### src/rtl/encoder_4to2_rr.sv
// Registered 4-to-2 request encoder with a valid/ack handshake, one-hot grant
// and a multi-request flag. RR_MODE=1 rotates priority; RR_MODE=0 is fixed (bit 0 highest).
module encoder_4to2_rr #(
  parameter bit RR_MODE = 1'b1
) (
  input  logic       clk,
  input  logic       reset,
  input  logic [3:0] req,
  input  logic       ack,
  output logic       valid,
  output logic [1:0] regNo,
  output logic [3:0] grant,
  output logic       multi,
  output logic       dbg_state,
  output logic [1:0] dbg_ptr
);

  // Handshake: a selection is live while valid=1 and is held unchanged until
  // the consumer raises ack at a posedge; ack while valid=0 has no effect.
  typedef enum logic {
    IDLE = 1'b0,
    BUSY = 1'b1
  } state_t;

  state_t     state_q, state_d;
  logic [1:0] ptr_q, ptr_d;
  logic       valid_q, valid_d;
  logic [1:0] regno_q, regno_d;
  logic [3:0] grant_q, grant_d;
  logic       multi_q, multi_d;
  logic [3:0] masked;
  logic [1:0] ack_ptr;
  logic [1:0] pick_idle;
  logic [1:0] pick_next;

  // First set bit of v scanning upward from start, wrapping modulo 4.
  function automatic logic [1:0] sel(input logic [3:0] v, input logic [1:0] start);
    logic [1:0] idx;
    logic       found;
    sel   = start;
    found = 1'b0;
    for (int k = 0; k < 4; k++) begin
      idx = start + k[1:0];
      if (!found && v[idx]) begin
        sel   = idx;
        found = 1'b1;
      end
    end
  endfunction

  function automatic logic many(input logic [3:0] v);
    many = (v & (v - 4'd1)) != 4'd0;
  endfunction

  function automatic logic [3:0] onehot(input logic [1:0] idx);
    onehot = 4'b0001 << idx;
  endfunction

  // On an ack the pointer moves past the granted index before the next scan.
  assign ack_ptr   = RR_MODE ? (regno_q + 2'd1) : 2'd0;
  assign masked    = req & ~grant_q;
  assign pick_idle = sel(req, RR_MODE ? ptr_q : 2'd0);
  assign pick_next = sel(masked, ack_ptr);

  always_comb begin
    state_d = state_q;
    ptr_d   = ptr_q;
    valid_d = valid_q;
    regno_d = regno_q;
    grant_d = grant_q;
    multi_d = multi_q;
    case (state_q)
      IDLE: begin
        if (req != 4'd0) begin
          regno_d = pick_idle;
          grant_d = onehot(pick_idle);
          multi_d = many(req);
          valid_d = 1'b1;
          state_d = BUSY;
        end
      end
      BUSY: begin
        if (ack) begin
          ptr_d = ack_ptr;
          if (masked != 4'd0) begin
            regno_d = pick_next;
            grant_d = onehot(pick_next);
            multi_d = many(masked);
          end else begin
            // regNo deliberately keeps the last granted index.
            valid_d = 1'b0;
            grant_d = 4'd0;
            multi_d = 1'b0;
            state_d = IDLE;
          end
        end
      end
      default: begin
        state_d = IDLE;
        valid_d = 1'b0;
        grant_d = 4'd0;
        multi_d = 1'b0;
      end
    endcase
  end

  always_ff @(posedge clk or posedge reset) begin
    if (reset) begin
      state_q <= IDLE;
      ptr_q   <= 2'd0;
      valid_q <= 1'b0;
      regno_q <= 2'd0;
      grant_q <= 4'd0;
      multi_q <= 1'b0;
    end else begin
      state_q <= state_d;
      ptr_q   <= ptr_d;
      valid_q <= valid_d;
      regno_q <= regno_d;
      grant_q <= grant_d;
      multi_q <= multi_d;
    end
  end

  assign valid     = valid_q;
  assign regNo     = regno_q;
  assign grant     = grant_q;
  assign multi     = multi_q;
  assign dbg_state = state_q;
  assign dbg_ptr   = ptr_q;

  a_grant_onehot: assert property (@(posedge clk) disable iff (reset)
    valid_q |-> (grant_q == onehot(regno_q)));
  a_grant_idle: assert property (@(posedge clk) disable iff (reset)
    !valid_q |-> (grant_q == 4'd0));

endmodule

### config.mk
export PLATFORM = sky130hd
export DESIGN_NAME = encoder_4to2_rr
export DESIGN_NICKNAME = d
export VERILOG_FILES = /design/src/rtl/encoder_4to2_rr.sv
export SDC_FILE = /design/constraint.sdc
export NUM_CORES = 1
export LEC_CHECK = 0
export BUFFER_PORTS_ARGS = -buffer_cell sky130_fd_sc_hd__buf_4
export CAP_MARGIN = 15
export CORE_MARGIN = 1.5
export CORE_UTILIZATION = 48
export DETAILED_ROUTE_END_ITERATION = 10
export GPL_TIMING_DRIVEN = 0
export HOLD_SLACK_MARGIN = 0.12
export PLACE_DENSITY = 0.73
export REMOVE_ABC_BUFFERS = 1
export SYNTH_ARGS = -nofsm -noshare
export SYNTH_HDL_FRONTEND = slang
export SYNTH_SLANG_ARGS = --single-unit
### constraint.sdc
create_clock -name clk -period 1.5 [get_ports clk]
set_clock_uncertainty 0.1 [all_clocks]
set_input_delay 0.075 -clock clk [delete_from_list [all_inputs] [get_ports clk]]
set_output_delay 0.075 -clock clk [all_outputs]
set_load 0.02 [all_outputs]
# Word-level counts from Yosys, hierarchy flattened

Index checks and enable logic that the tools add are counted.

Add/subtract/negate cells: 9
$lt $le $gt $ge: 8
Eq/ne operators: 4
Shifts and indexed selects: 2
Multiplexer cells: 48
Bitwise gates (word level): 5
Reduce and logical (&&, ||, !) cells: 20

Operators with widths:

| kind                                                  | count |
|---|---|
| < comparator 2 x 3 -> 1 bit, second input constant    | 8 |
| two-way mux 1 bit                                     | 23 |
| two-way mux 2 bit                                     | 9 |
| binary-select mux 1 bit (select 2 bit)                | 8 |
| nonzero test 4 bit                                    | 4 |
| AND 4 bit                                             | 3 |
| two-way mux 4 bit                                     | 3 |
| adder 2 bit, second input constant                    | 4 |
| case mux 4 bit (2 select lines)                       | 1 |
| left shift 1 x 2 -> 4 bit, first input constant       | 2 |
| subtractor 4 x 1 -> 4 bit, second input constant      | 2 |
| adder 2 x 1 -> 2 bit, second input constant           | 3 |
| logical AND 1 bit                                     | 6 |
| zero test 1 bit                                       | 6 |
| inequality test 2 bit, second input constant          | 3 |
| case mux 1 bit (2 select lines)                       | 3 |
| AND reduction 3 bit                                   | 2 |
| inverter 4 bit                                        | 1 |
| case mux 2 bit (2 select lines)                       | 1 |
| AND reduction 2 bit                                   | 2 |
| inequality test 2 x 1 -> 1 bit, second input constant | 1 |
| inverter 1 bit                                        | 1 |

Register bits: 11
Input port bits: 7

# Depth between registers and ports, before layout

Word-level depth: 18
Gate-level depth with buffers: 7

# Worst setup path after synthesis

Ideal clock, no wire load.

Kind: reg2reg
Start: register grant_q[1] (netlist: grant[1])
End: register regno_q[0] (netlist: regNo[0])
Library setup time: 0.121 ns
Arrival: 1.502 ns
Data required time: 1.279 ns
Slack: -0.223 ns
Cell stages (with the launch flop): 6
Path buffers: 0
Period minus slack after synthesis: 1.723 ns
Cell sequence: dfrtp_1 > and2b_1 > o21ai_4 > a21oi_2 > a2111o_1 > a22o_1

Cells in the longest elaborated chain, start to end: 17
Elaborated cells on any way between the ends: 28
Those cells by class: eq/ne (1); mux (17); bitwise (2); reduce/logical (8)

Ends and longest elaborated chain:

| element                                 | line | text |
|---|---|---|
| from (decl)                             | 29   | `logic [3:0] grant_q, grant_d;` |
| from (signal assigned)                  | 120  | `grant_q <= grant_d;` |
| inverter 4 bit (*)                      | 61   | `assign masked = req & ~grant_q;` |
| AND 4 bit (*)                           | 61   |  |
| binary-select mux 1 bit (select 2 bit)  | 44   | `if (!found && v[idx]) begin` |
| two-way mux 1 bit (implied by the code) | 44   |  |
| two-way mux 1 bit                       | 44   |  |
| zero test 1 bit                         | 44   |  |
| logical AND 1 bit                       | 44   |  |
| two-way mux 1 bit                       | 44   |  |
| zero test 1 bit                         | 44   |  |
| logical AND 1 bit                       | 44   |  |
| two-way mux 1 bit                       | 44   |  |
| zero test 1 bit                         | 44   |  |
| logical AND 1 bit                       | 44   |  |
| two-way mux 2 bit                       | 44   |  |
| two-way mux 2 bit                       | 85   | `if (masked != 4'd0) begin` |
| two-way mux 2 bit                       | 83   | `if (ack) begin` |
| case mux 2 bit (2 select lines)         | 72   | `case (state_q)` |
| to (signal assigned)                    | 119  | `regno_q <= regno_d;` |
| to (decl)                               | 28   | `logic [1:0] regno_q, regno_d;` |

Mark *: on every way between the ends. The rest lies on a longest branch, timed or not. The select of a mux whose other input is x is not followed.
A chain may end at the register's enable or synchronous reset.

# Worst setup path in the final report

Start: register grant_q[3] (netlist: grant[3])
End: register regno_q[1] (netlist: regNo[1])

Same word-level chain as after synthesis.

==> out/results.tsv <==
metric	value	unit
antenna fix cells	0	
worst-path cell chain	nor2b_4 -> buf_4 -> o41ai_2 -> a21o_2 -> a21oi_1 -> a22o_1	
Peak Freq	611	MHz
DRT antenna net count	0	
Power Dens Cells	1810	nW/um^2
worst hold path class	input port to flip-flop	
Longest Clk Path Bufs	2	
I/O pins	18	
initial antenna violation count	0	
1st-iter DRT viols	38	
CTS root buf	clkbuf_4	
Worst EP required	1570	ps
Yosys top cell by area	dfrtp_1	
final std cells w/o fill	170	
Initial Utilization	53.0	%
Worst Slack Setup Final	-137	ps
Via Count	989	
global placement routability congestion	0.895	
Seq/Total Area, Yosys	29.1	%
WL/cell	16.1	um
Port Buffer Count	17	
Synth top area share	29.1	%
first-pass GRT wire length	3.95	mm
FFs w/ async S/R, synth	100	%
status	complete, but fails checks	
die width	47.4	um
Max IR drop VDD	1210	uV
Synthesis Warnings	0	
H-Tree Level Count	1	
synth cell count leaders	dfrtp_1 (11), nand2_1 (11), o21ai_0 (11)	
Place WS	-281	ps
largest net degree at the start of global routing	13	
Hold Slack	146	ps
FF+latch count, synth	11	
placed inst area	1040	um^2
Die ar.	2240	um^2
final WL	2.73	mm
crit path time final	1640	ps
setup tns final	-577	ps
Slew Limit Fails	0	
Final Hold Viols	0	
crit path kind	flip-flop to flip-flop	
failing checks	negative setup slack	
CTS Sinks	11	
Main synth FF type	dfrtp_1	
layout cell share with drive strength beyond 1	49.0	%
worst-path fanout max	4	
crit end category	flip-flop	
Worst path max stage delay	440	ps
global route overflow	0	
EDFF count, synth	0	
TritonRoute pass-1 iters	4	
Worst Max-Slew Pin Slew	473	ps
TritonCTS clock tree	yes	
Mapped Area	945	um^2
half-perimeter wire length after placement	1.66	mm
final period utilization	109	%
final setup vio count	6	
Area growth syn-to-layout	40.8	%
Worst Setup Start Kind	flip-flop	
count of buffer and inverter cells on the critical path	1	
Vias/cell	5.82	
Worst-path clk slew	70	ps
Tot Pwr	2.41	mW
vias in the first global route	848	
Rows	15	
core outline area	1780	um^2
WP data arrival	1710	ps
synth top area cells	dfrtp_1 (29%), buf_6 (6.0%), o21ai_0 (5.8%)	
Final #Nets	153	
Pleak	0.595	nW
Placed Instances	145	
slew margin rel.	68.5	%
RSZ-0062 raised after global routing	yes	
DRC	0	
Final Cell Area	1330	um^2
Max Cap Viol	0	
worst skew pair latency	280	ps
Final Util	74.6	%
mean post-synth cell area	8.51	um^2
total CTS buffers	3	
die height	47.4	um
crit-path leading delay family	compound AO/OA/AOI/OAI gates	
Cells after Synth	111	
slowest CP cell	dfrtp_2	
Total GRT Usage	26.0	%
Unique masters post-synth	42	
-- metal layers --
layer / vias up / global-route usage (%) / share of wire (%) / wire (um)
met5: - / 0 / 0 / 0
met4: 0 / 9.44 / 0.84 / 23
met3: 4 / 6.92 / 5.7 / 156
met2: 29 / 41.4 / 52 / 1420
met1: 477 / 33.6 / 42 / 1140
li1: 479 / - / - / -
-- path summary, 6_finish.rpt --
path                       startpoint         to  slack [ps]  cells after the start
min                            req[0]      multi         150                      4
min reg2reg                     multi      multi         420                      2
max reg2reg                  grant[3]   regNo[1]        -140                      6
min in group asynchronous       reset   grant[1]         260                      3
max in group asynchronous       reset  dbg_state         690                      3
max                          grant[3]   regNo[1]        -140                      6
-- worst min-delay path, delay by kind of cell --
family	cells	cell delay, ps
AO/OA/AOI/OAI	1	90
AND/OR/NAND/NOR	2	200
buffers and inverters	1	130
-- power by group --
group | leakage [nW] | internal, mW | total, mW | switching [mW]
logic | 0.445 | 0.769 | 1.57 | 0.801
registers | 0.131 | 0.431 | 0.632 | 0.201
clock network | 0.0177 | 0.0991 | 0.209 | 0.110
total | 0.595 | 1.30 | 2.41 | 1.11
-- cell usage in the layout (no fill, tap or decap), drive strengths merged --
cell type    Yosys  layout
a2111o           1       1
a211o            3       3
a211oi           2       2
a21boi           1       1
a21o             1       1
a21oi            8       8
a22o             2       2
a22oi            2       2
a31oi            1       1
a32o             1       1
and2b            3       3
and3b            1       1
buf              5      34
clkbuf           3       3
clkinv           0       1
dfrtp           11      11
dlygate4sd3      0       3
inv              7       7
maj3             1       1
nand2           11      11
nand2b           4       4
nand3            2       2
nor2             7       7
nor2b            2       3
nor3             3       3
nor4             2       2
o211ai           2       2
o21a             1       1
o21ai           12      12
o21bai           1       1
o221ai           2       2
o22a             1       1
o22ai            1       1
o311ai           2       2
o41ai            1       1
or2b             2       2
or3              1       1
xnor2            1       1
-- area by class of cell --
class,count,area (um^2)
Clock buffer,3,22.5
Clock inverter,1,5.00
Fill cell,128,453
Inverter,7,26.3
Multi-Input combinational cell,86,681
Sequential cell,11,279
Tap cell,25,31.3
Timing Repair Buffer,37,285
-- registers in the layout (all words and copies together) (netlist names) --
| name | cells |
|---|---|
| valid | 1 |
| dbg_state | 1 |
| regNo | 2 |
| grant | 4 |
| multi | 1 |
| dbg_ptr | 2 |
-- repair_timing --
item                                   4_1_cts  5_1_grt
setup endpoints to repair                    8        8
gates cloned                                 1        0
endpoints found under the hold margin       15        0
gates resized for setup                     13       16
pin swaps                                    6        8
hold buffers                                 3        0
setup buffers                               11        6
-- logic make-up after synthesis --
family / synth area share, %
DFF: 29.1
adders and majority gates: 1.06
buffers and inverters: 9.93
xor gates and xnor gates: 0.927
AOI/OAI and AO/OA: 35.4
and+or+nand+nor: 23.6
Note: power is estimated with default switching activity, not from simulation.
